File: src/rtl/multiword_add_seq_if.sv
// Operation request / result bus for multiword_add_seq.
// The op_sub signal exists only when ALU_SUB_EN is defined.
interface multiword_add_seq_if;
  logic        start_valid;
  logic        start_ready;
  logic [63:0] a;
  logic [63:0] b;
  logic [1:0]  nwords;
`ifdef ALU_SUB_EN
  logic        op_sub;
`endif
  logic [63:0] res;
  logic        res_valid;
  logic        res_ready;
  logic        sign;
  logic        zero;
  logic        carry;
  logic        parity;
  logic        overflow;
  logic        busy;

  // Requester / result consumer side
  modport master (
    output start_valid, a, b, nwords, res_ready,
`ifdef ALU_SUB_EN
    output op_sub,
`endif
    input  start_ready, res, res_valid, sign, zero, carry, parity, overflow, busy
  );

  // Adder block side
  modport slave (
    input  start_valid, a, b, nwords, res_ready,
`ifdef ALU_SUB_EN
    input  op_sub,
`endif
    output start_ready, res, res_valid, sign, zero, carry, parity, overflow, busy
  );
endinterface

File: src/rtl/multiword_add_seq.sv
// multiword_add_seq: 16..64-bit add (optionally subtract) computed serially
// through a single 16-bit adder slice, one word per RUN cycle.
// Optional feature macro: ALU_SUB_EN (adds op_sub; B is inverted, carry-in 1).
module multiword_add_seq (
  input  logic                 clk,
  input  logic                 rst_n,
  multiword_add_seq_if.slave   bus
);

  typedef enum logic [1:0] {IDLE, RUN, DONE} state_t;

  state_t      r_state, w_next;
  logic [63:0] r_a;
  logic [63:0] r_b;      // effective second operand (already inverted for sub)
  logic [1:0]  r_nw;
  logic [1:0]  r_k;
  logic        r_c;
  logic [63:0] r_res;

  logic        w_accept;
  logic        w_sub;
  logic [63:0] w_b_eff;
  logic [15:0] w_a_k;
  logic [15:0] w_b_k;
  logic [16:0] w_sum;
  logic [5:0]  w_msb;
  logic        w_done;

`ifdef ALU_SUB_EN
  assign w_sub = bus.op_sub;
`else
  assign w_sub = 1'b0;
`endif

  assign w_accept = (r_state == IDLE) && bus.start_valid;
  assign w_b_eff  = w_sub ? ~bus.b : bus.b;

  // The one adder slice: word k of both operands plus the running carry
  assign w_a_k = r_a[{r_k, 4'b0000} +: 16];
  assign w_b_k = r_b[{r_k, 4'b0000} +: 16];
  assign w_sum = {1'b0, w_a_k} + {1'b0, w_b_k} + {16'b0, r_c};

  // State register
  always_ff @(posedge clk or negedge rst_n) begin
    if (!rst_n) r_state <= IDLE;
    else        r_state <= w_next;
  end

  // Next-state: accept from IDLE, finish after word nwords, release on res_ready
  always_comb begin
    w_next = r_state;
    case (r_state)
      IDLE:    if (bus.start_valid)  w_next = RUN;
      RUN:     if (r_k == r_nw)      w_next = DONE;
      DONE:    if (bus.res_ready)    w_next = IDLE;
      default:                       w_next = IDLE;
    endcase
  end

  // Operand latch on accept, word-serial accumulate during RUN, hold otherwise
  always_ff @(posedge clk or negedge rst_n) begin
    if (!rst_n) begin
      r_a   <= '0;
      r_b   <= '0;
      r_nw  <= '0;
      r_k   <= '0;
      r_c   <= 1'b0;
      r_res <= '0;
    end else if (w_accept) begin
      r_a   <= bus.a;
      r_b   <= w_b_eff;
      r_nw  <= bus.nwords;
      r_k   <= '0;
      r_c   <= w_sub;    // carry-in 1 turns ~B into -B
      r_res <= '0;       // inactive words stay zero
    end else if (r_state == RUN) begin
      r_res[{r_k, 4'b0000} +: 16] <= w_sum[15:0];
      r_c   <= w_sum[16];
      r_k   <= r_k + 2'd1;
    end
  end

  // Flags look only at the active width; words above it are already zero,
  // so whole-vector zero/parity reductions match the active-width ones.
  assign w_msb  = {r_nw, 4'hF};
  assign w_done = (r_state == DONE);

  assign bus.start_ready = (r_state == IDLE);
  assign bus.busy        = (r_state != IDLE);
  assign bus.res_valid   = w_done;
  assign bus.res         = r_res;
  assign bus.sign        = w_done & r_res[w_msb];
  assign bus.zero        = w_done & (r_res == 64'd0);
  assign bus.carry       = w_done & r_c;
  assign bus.parity      = w_done & ~(^r_res);
  assign bus.overflow    = w_done & (( r_a[w_msb] &  r_b[w_msb] & ~r_res[w_msb]) |
                                     (~r_a[w_msb] & ~r_b[w_msb] &  r_res[w_msb]));

endmodule

File: src/flat_wrapper.sv
// flat-port wrapper written by rule: the top's interface ports become plain ports
module multiword_add_seq_flat 
  (clk, rst_n, bus_start_valid, bus_a, bus_b, bus_nwords, bus_res_ready, bus_start_ready, bus_res, bus_res_valid, bus_sign, bus_zero, bus_carry, bus_parity, bus_overflow, bus_busy);
  multiword_add_seq_if bus_i ();
  input  logic clk;
  input  logic rst_n;
  input wire logic [$bits(bus_i.start_valid)-1:0] bus_start_valid;
  input wire logic [$bits(bus_i.a)-1:0] bus_a;
  input wire logic [$bits(bus_i.b)-1:0] bus_b;
  input wire logic [$bits(bus_i.nwords)-1:0] bus_nwords;
  input wire logic [$bits(bus_i.res_ready)-1:0] bus_res_ready;
  output wire logic [$bits(bus_i.start_ready)-1:0] bus_start_ready;
  output wire logic [$bits(bus_i.res)-1:0] bus_res;
  output wire logic [$bits(bus_i.res_valid)-1:0] bus_res_valid;
  output wire logic [$bits(bus_i.sign)-1:0] bus_sign;
  output wire logic [$bits(bus_i.zero)-1:0] bus_zero;
  output wire logic [$bits(bus_i.carry)-1:0] bus_carry;
  output wire logic [$bits(bus_i.parity)-1:0] bus_parity;
  output wire logic [$bits(bus_i.overflow)-1:0] bus_overflow;
  output wire logic [$bits(bus_i.busy)-1:0] bus_busy;
  assign bus_i.start_valid = bus_start_valid;
  assign bus_i.a = bus_a;
  assign bus_i.b = bus_b;
  assign bus_i.nwords = bus_nwords;
  assign bus_i.res_ready = bus_res_ready;
  assign bus_start_ready = bus_i.start_ready;
  assign bus_res = bus_i.res;
  assign bus_res_valid = bus_i.res_valid;
  assign bus_sign = bus_i.sign;
  assign bus_zero = bus_i.zero;
  assign bus_carry = bus_i.carry;
  assign bus_parity = bus_i.parity;
  assign bus_overflow = bus_i.overflow;
  assign bus_busy = bus_i.busy;
  multiword_add_seq u_core (.clk(clk), .rst_n(rst_n), .bus(bus_i));
endmodule
File: config.mk
export PLATFORM = sky130hd
export DESIGN_NAME = multiword_add_seq_flat
export DESIGN_NICKNAME = d
export VERILOG_FILES = /design/src/rtl/multiword_add_seq_if.sv /design/src/rtl/multiword_add_seq.sv /design/src/flat_wrapper.sv
export SDC_FILE = /design/constraint.sdc
export NUM_CORES = 1
export LEC_CHECK = 0
export BUFFER_PORTS_ARGS = -buffer_cell sky130_fd_sc_hd__buf_2
export CAP_MARGIN = 20
export CORE_ASPECT_RATIO = 0.9
export CORE_MARGIN = 2
export CORE_UTILIZATION = 30
export CTS_CLUSTER_DIAMETER = 50
export DETAILED_ROUTE_END_ITERATION = 16
export SLEW_MARGIN = 20
export SYNTH_ARGS = -nofsm -noshare
export SYNTH_HDL_FRONTEND = slang
export SYNTH_SLANG_ARGS = --single-unit
File: constraint.sdc
create_clock -name clk -period 4.37 [get_ports clk]
set_input_delay 0.2185 -clock clk [delete_from_list [all_inputs] [get_ports clk]]
set_output_delay 0.2185 -clock clk [all_outputs]
set_load 0.02 [all_outputs]
==> results of run 1 <==
stage by stage:
step                      power, mW  cells
after floorplan               8.537    792
after global placement        10.53   1430
after detailed placement      10.65   1430
after CTS                     12.41   1518
after global routing          13.28   1519
final                         12.36   1521
layer usage:
metal | up-vias | track usage (%)
met2 | 238 | 25.73
met5 | - | 0
met4 | 4 | 3.358
met1 | 3699 | 24.48
li1 | 3361 | -
met3 | 24 | 4.007
cell type report:
| class | count | area, sq um | share of cell area [%] |
|---|---|---|---|
| diodes | 2 | 5.005 | 0.03880 |
| clock buffers | 17 | 425.4 | 3.298 |
| clock inverters | 15 | 205.2 | 1.591 |
| inverters | 75 | 281.5 | 2.183 |
| multi-input cells | 482 | 4737 | 36.73 |
| flip-flops and latches | 199 | 4982 | 38.63 |
| well taps | 462 | 578.1 | 4.482 |
| repair buffers | 269 | 1683 | 13.05 |
critical path, delay by kind of cell (launching register included):
| family | cells | cell delay, ps |
|---|---|---|
| compound gates | 4 | 1010 |
| xor+xnor | 1 | 260 |
| fa+ha+maj | 2 | 660 |
| buf+inv | 1 | 100 |
| flops | 1 | 680 |
| mux | 1 | 590 |
| simple gates | 1 | 60 |
Yosys cell counts, drive strengths merged, types with 2 or more instances:
| cell type | instances |
|---|---|
| dfrtp | 199 |
| mux2 | 131 |
| inv | 75 |
| ha | 51 |
| a22o | 37 |
| mux4 | 35 |
| o21ai | 33 |
| xnor2 | 33 |
| nand2 | 30 |
| buf | 24 |
| nor2 | 21 |
| a21oi | 12 |
| clkbuf | 12 |
| nand4 | 12 |
| a21o | 7 |
| nand3 | 7 |
| xor2 | 7 |
| o21a | 6 |
| a22oi | 5 |
| and3 | 5 |
| a211oi | 4 |
| a221o | 4 |
| a32o | 4 |
| nand2b | 4 |
| nor2b | 4 |
| and2 | 3 |
| o21bai | 3 |
| a31oi | 2 |
| and4 | 2 |
| fa | 2 |
| mux2i | 2 |
| nand3b | 2 |
| nor4 | 2 |
| o211ai | 2 |
| o31ai | 2 |
worst paths after layout:
kind,slack (ps),depth (start not counted),start,to
setup / recovery,880,10,u_core.r_k[0],u_core.bus.res[44]
setup reg to reg,880,10,u_core.r_k[0],u_core.bus.res[44]
min in group asynchronous,440,2,rst_n,u_core.r_a[31]
max in group asynchronous,2940,3,rst_n,u_core.r_a[40]
hold reg to reg,490,1,u_core.r_b[59],u_core.r_b[59]
hold / removal,10,2,bus_b[54],u_core.r_b[54]
registers in the layout, indices dropped and copies added, names as in the netlist:
signal,flops
u_core.r_c,1
u_core.r_a,64
u_core.r_nw,2
u_core.r_k,2
u_core.r_b,64
u_core.bus.res,64
u_core.r_state,2
power groups by stage:
stage	Clock (mW)	Sequential [mW]	Combinational, mW
5_1_grt	1.79	3.41	8.07
6_report	1.69	3.31	7.36
4_1_cts	1.72	3.31	7.38
2_1_floorplan	0	3.19	5.34
3_3_place_gp	0	3.33	7.21
3_5_place_dp	0	3.34	7.31
cell usage in the layout (no fill, tap or decap), types with 3 or more instances in the layout:
master / n
buf_2: 204
dfrtp_1: 197
mux2_2: 118
inv_1: 74
dlygate4sd3_1: 57
ha_1: 51
a22o_1: 37
mux4_2: 35
xnor2_1: 33
nand2_1: 30
o21ai_0: 26
nor2_1: 21
clkbuf_16: 17
mux2_1: 13
nand4_1: 12
a21oi_1: 9
xor2_1: 7
nand3_1: 7
a21o_1: 7
o21a_1: 6
o21ai_1: 6
inv_6: 6
a22oi_1: 5
buf_4: 5
nand2b_1: 4
and3_1: 4
nor2b_1: 4
a211oi_1: 4
a221o_1: 4
a32o_1: 4
clkinv_8: 4
o21bai_1: 3
timing repair:
action,4_1_cts,5_1_grt
buffers inserted,0,0
endpoints found under the hold margin,159,1
hold buffers,56,1
logic make-up after synthesis:
group	count (synthesis)
mux	168
xor+xnor	40
buf+inv	111
flops	199
simple gates	96
compound gates	125
fa+ha+maj	53
==> metrics.txt, run 1 <==
status=complete, no violations; fraction of layout cells with a size suffix above 1=38.88%; Sw Ratio=45.02%; chip width=198.7 microns; crit path cell chain=mux4_2, fa_1, inv_1, fa_1, nor2b_1, o31a_1, o31ai_1, a31oi_1, xnor2_1, o21ai_0; CP endpoint kind=register; DIE AREA=35600 sq um; Port Buffers=205; CTS tree=built; Crit-path slowest cell=dfrtp_2; Req. time, crit path=4680 ps; internal power=6.794 mW; largest net degree at the start of global routing=106; drt initial violations=398; Mapped Area=10230 sq um; #FFs+latches synth=199; CP peak stage delay=680 ps; vias in the first global route=7473; Residual DRC=0; Slew @ Worst Pin=891.3 ps; Ports=206; Post-CTS Resized=0; most used cell, CP=fa_1; number of synthesized flops with an enable pin=0; kind of critical path=register to register; Sequential Power Share=26.8%; Worst slew margin=40.58%; DR vias/cell=4.817; Final period util=79.90%; GRT Resource Usage Total=16.89%; Detail Route Antenna Nets=0; Post-Synth Simple-Gate Area=4.684%; mux cell area share after synthesis=22.36%; worst path arrival time=3800 ps; Top FF cell, synth=dfrtp_1; synth warn=0; Final Hold Fails=0; PD cells=958.2 nW/um^2; Die Span Y=179.2 microns; H-tree lvl count=4; post-synthesis compound-gate area fraction=9.184%; Adder-Cell Fraction of Synth Area=6.628%; routed len/inst=19.21 microns; hold_ws=12.97 ps; area share of the largest cell type after synthesis=48.67%; CTS max path bufs=2; cells after synthesis=792; first-pass GRT wire length=44750 microns; post-synthesis xor/xnor area fraction=3.424%; clk_lat worst skew=440 ps; aggregate routed wire length=29220 microns; DPL Wire Length=22180 microns; final-report setup violation count=0; initial antenna violation count=2; Final Net Count=1231; core area=33790 sq um; filler instances=3296; Comb power frac=59.6%; WL met2=12990 microns; Pins Over Slew Limit=0; TritonRoute pass-1 iters=5; remaining global-route overflow=0; Clock Root Buffer=clkbuf_16; Design Area, Final=12900 sq um; clock power share=13.7%; Std-Cell Rows=64; main combinational cell family by area after synthesis=multiplexers; clk slew on worst S/H paths=90 ps; post-layout util=38.17%; WL met3=1789 microns; worst-path maximum fanout=14; Top Metal Used=met5; vias=7326; Static Leak=5.768 nW; Clock Skew=17.20 ps; syn_nets=979; VDD IR-drop max=0.0004099 V; RSZ-0062 raised after global routing=false; Post-synth ARST share=100.0%; CTS Sinks=199; Avg Cell Area, Syn=12.92 sq um; Max-cap violations=0; setup ws final=878.2 ps; Tmin final=3492 ps; RD Place Congestion=0.8652; post-synthesis sequential area ratio=48.67%; Fin Setup TNS=0 ps; largest area contributor in the netlist=dfrtp_1; Net Sw Power=5.564 mW; DP Area=11690 sq um; Layout Area Growth over Synthesis=26.06%; fmax=286.4 MHz; Initial Utilization=30.28%; M1 WL=14120 microns; Hold WC Path Type=input port to register; post-synth cell types=54; pre-CTS setup slack=872.9 ps; startpoint types=register; Area contributors post-synth=dfrtp_1, mux2_2, mux4_2, ha_1, a22o_1; CTS buffer count=17
(Power assumes the default switching activity.)
==> run 2, diff against run 1 <==
- ABC_AREA: default -> 1
- clock period: 4.37 -> 3.5 ns (I/O delays scaled with it)
==> metrics.txt, run 2 <==
placed cells=2132; Static Leak=7.707 nW; Reg-to-Reg End=u_core.bus.res[24]; Final Hold Fails=0; remaining global-route overflow=0; Port Buffers=205; Post-synth ARST share=100.0%; Hold Path Depth=3; Clock Skew=17.18 ps; Hold WC Path Type=input port to register; RD Place Congestion=0.9114; critical hold path startpoint=bus_start_valid; Ports=206; Slew @ Worst Pin=850.5 ps; Detail Route Antenna Nets=0; DIE AREA=38240 sq um; Max-cap violations=0; initial antenna violation count=0; post-synth cell types=38; drt initial violations=860; fraction of layout cells with a size suffix above 1=15.38%; Clock Root Buffer=clkbuf_16; first-pass GRT wire length=56910 microns; post-synthesis sequential area ratio=45.24%; #FFs+latches synth=199; Top FF cell, synth=dfrtp_1; CP endpoint kind=register; Die Span Y=185.7 microns; syn_nets=1681; Post-synth top cells=nand2_1, dfrtp_1, inv_1, nor2_1, o21ai_0; worst-path maximum fanout=21; Area contributors post-synth=dfrtp_1, nand2_1, ha_1, inv_1, o21ai_0; largest net degree at the start of global routing=103; Std-Cell Rows=66; CTS buffer count=17; number of synthesized flops with an enable pin=0; vias in the first global route=10510; DR vias/cell=4.743; CTS tree=built; WHS Endpoint=u_core.r_state[0]; core area=36170 sq um; fmax=329.8 MHz; aggregate routed wire length=36270 microns; n_diodes=0; clk_lat worst skew=460 ps; kind of critical path=register to register; Residual DRC=0; VDD IR-drop max=0.0004825 V; status=complete, no violations; area share of the largest cell type after synthesis=45.24%; count leader, synth=nand2_1; R2R cell count=14; Final Net Count=1994; chip width=205.9 microns; Mapped Area=11010 sq um; cells after synthesis=1494; DPL Wire Length=26160 microns; worst path arrival time=3390 ps; Cell Count, Final, Fillers Out=2296; GRT Resource Usage Total=19.33%; synth warn=0; Initial Utilization=30.43%; Pwr Total=15.10 mW; startpoint types=register; final-report setup violation count=0; Reg2Reg Launch Point=u_core.r_k[0]; Tmin final=3032 ps; Pins Over Slew Limit=0; vias=10890; clk slew on worst S/H paths=80 ps; setup bufs post-CTS=0; pre-CTS setup slack=559.6 ps; commonest non-fill, non-tap cell in the layout=nand2_1; Fin Setup TNS=0 ps; routed len/inst=15.80 microns; filler instances=3701; TritonRoute pass-1 iters=5; Worst setup startpoint=u_core.r_k[0]; Design Area, Final=14450 sq um; H-tree lvl count=4; Final period util=86.64%; Layout Area Growth over Synthesis=31.25%; Worst slew margin=43.30%; DP Area=12520 sq um; setup ws final=467.8 ps; CTS Sinks=199; PD cells=1045 nW/um^2; Avg Cell Area, Syn=7.367 sq um; CTS max path bufs=2; flop2flop setup slack=470 ps; largest area contributor in the netlist=dfrtp_1; commonest cells after routing, fill and taps aside=nand2_1, buf_2, dfrtp_1; Req. time, crit path=3860 ps; RSZ-0062 raised after global routing=false
run 2: cells by family after synthesis:
kind of cell	share of synthesized area [%]
and+or+nand+nor	30.17
buffers and inverters	7.707
DFF	45.24
AOI/OAI and AO/OA	8.412
adders and majority gates	6.161
xor gates and xnor gates	2.308
run 2: report_power, final:
group          total [mW]  internal (mW)  leakage (nW)  switching [mW]
combinational        9.28           3.03          4.85            6.25
sequential           3.81           3.19          2.56           0.621
clock                2.01          0.970         0.292            1.04
total                15.1           7.19          7.71            7.91
run 2: cell type report:
type / count / area (sq um) / share of cell area [%]
Multi-Input combinational cell: 1086 / 5179 / 35.85
Sequential cell: 199 / 4981 / 34.48
Timing Repair Buffer: 357 / 2531 / 17.52
Tap cell: 476 / 595.6 / 4.123
Inverter: 146 / 550.5 / 3.811
Clock buffer: 17 / 425.4 / 2.945
Clock inverter: 15 / 183.9 / 1.273
run 2: timing repair:
item / in CTS / in global routing
hold endpoints to repair: 230 / 0
gates resized for setup: 0 / 0
hold buffers: 132 / 0
run 2: worst max path at each step:
stage | to | slack (ps) | depth (start not counted)
6_report | u_core.bus.res[24] | 470 | 14
5_1_grt | u_core.bus.res[56] | 240 | 14
4_1_cts | u_core.bus.res[24] | 510 | 14
3_5_place_dp | u_core.bus.res[23] | 560 | 14
3_3_place_gp | u_core.bus.res[24] | 590 | 14
2_1_floorplan | u_core.bus.res[56] | 730 | 16
run 2: critical path, stage by stage (launching register included):
cell and delay, ps:
dfrtp_2 440, inv_2 280, o21ai_0 130, o22ai_1 210, fa_1 250, inv_1 60, fa_1 470, inv_1 90
nand3_1 60, nand3_1 140, nand2_1 70, nand2_1 100, xor2_1 410, nand4_1 120, o21ai_0 100
run 2: metal layers:
metal	share of wire [%]	track usage, %	routed length, microns	vias up
li1	-	-	-	5328
met1	48	27.83	17230	5140
met2	44	29.79	16070	381
met3	6.5	3.571	2374	40
met4	1.6	4.971	598	0
met5	0	0	0	-
run 2: metrics by stage:
stage          util [%]  hold WS [ps]
2_1_floorplan         -        -120.6
3_3_place_gp      34.60         344.2
3_5_place_dp      34.60         345.6
4_1_cts           39.94         126.7
5_1_grt           39.94         136.0
6_report          39.94         134.1
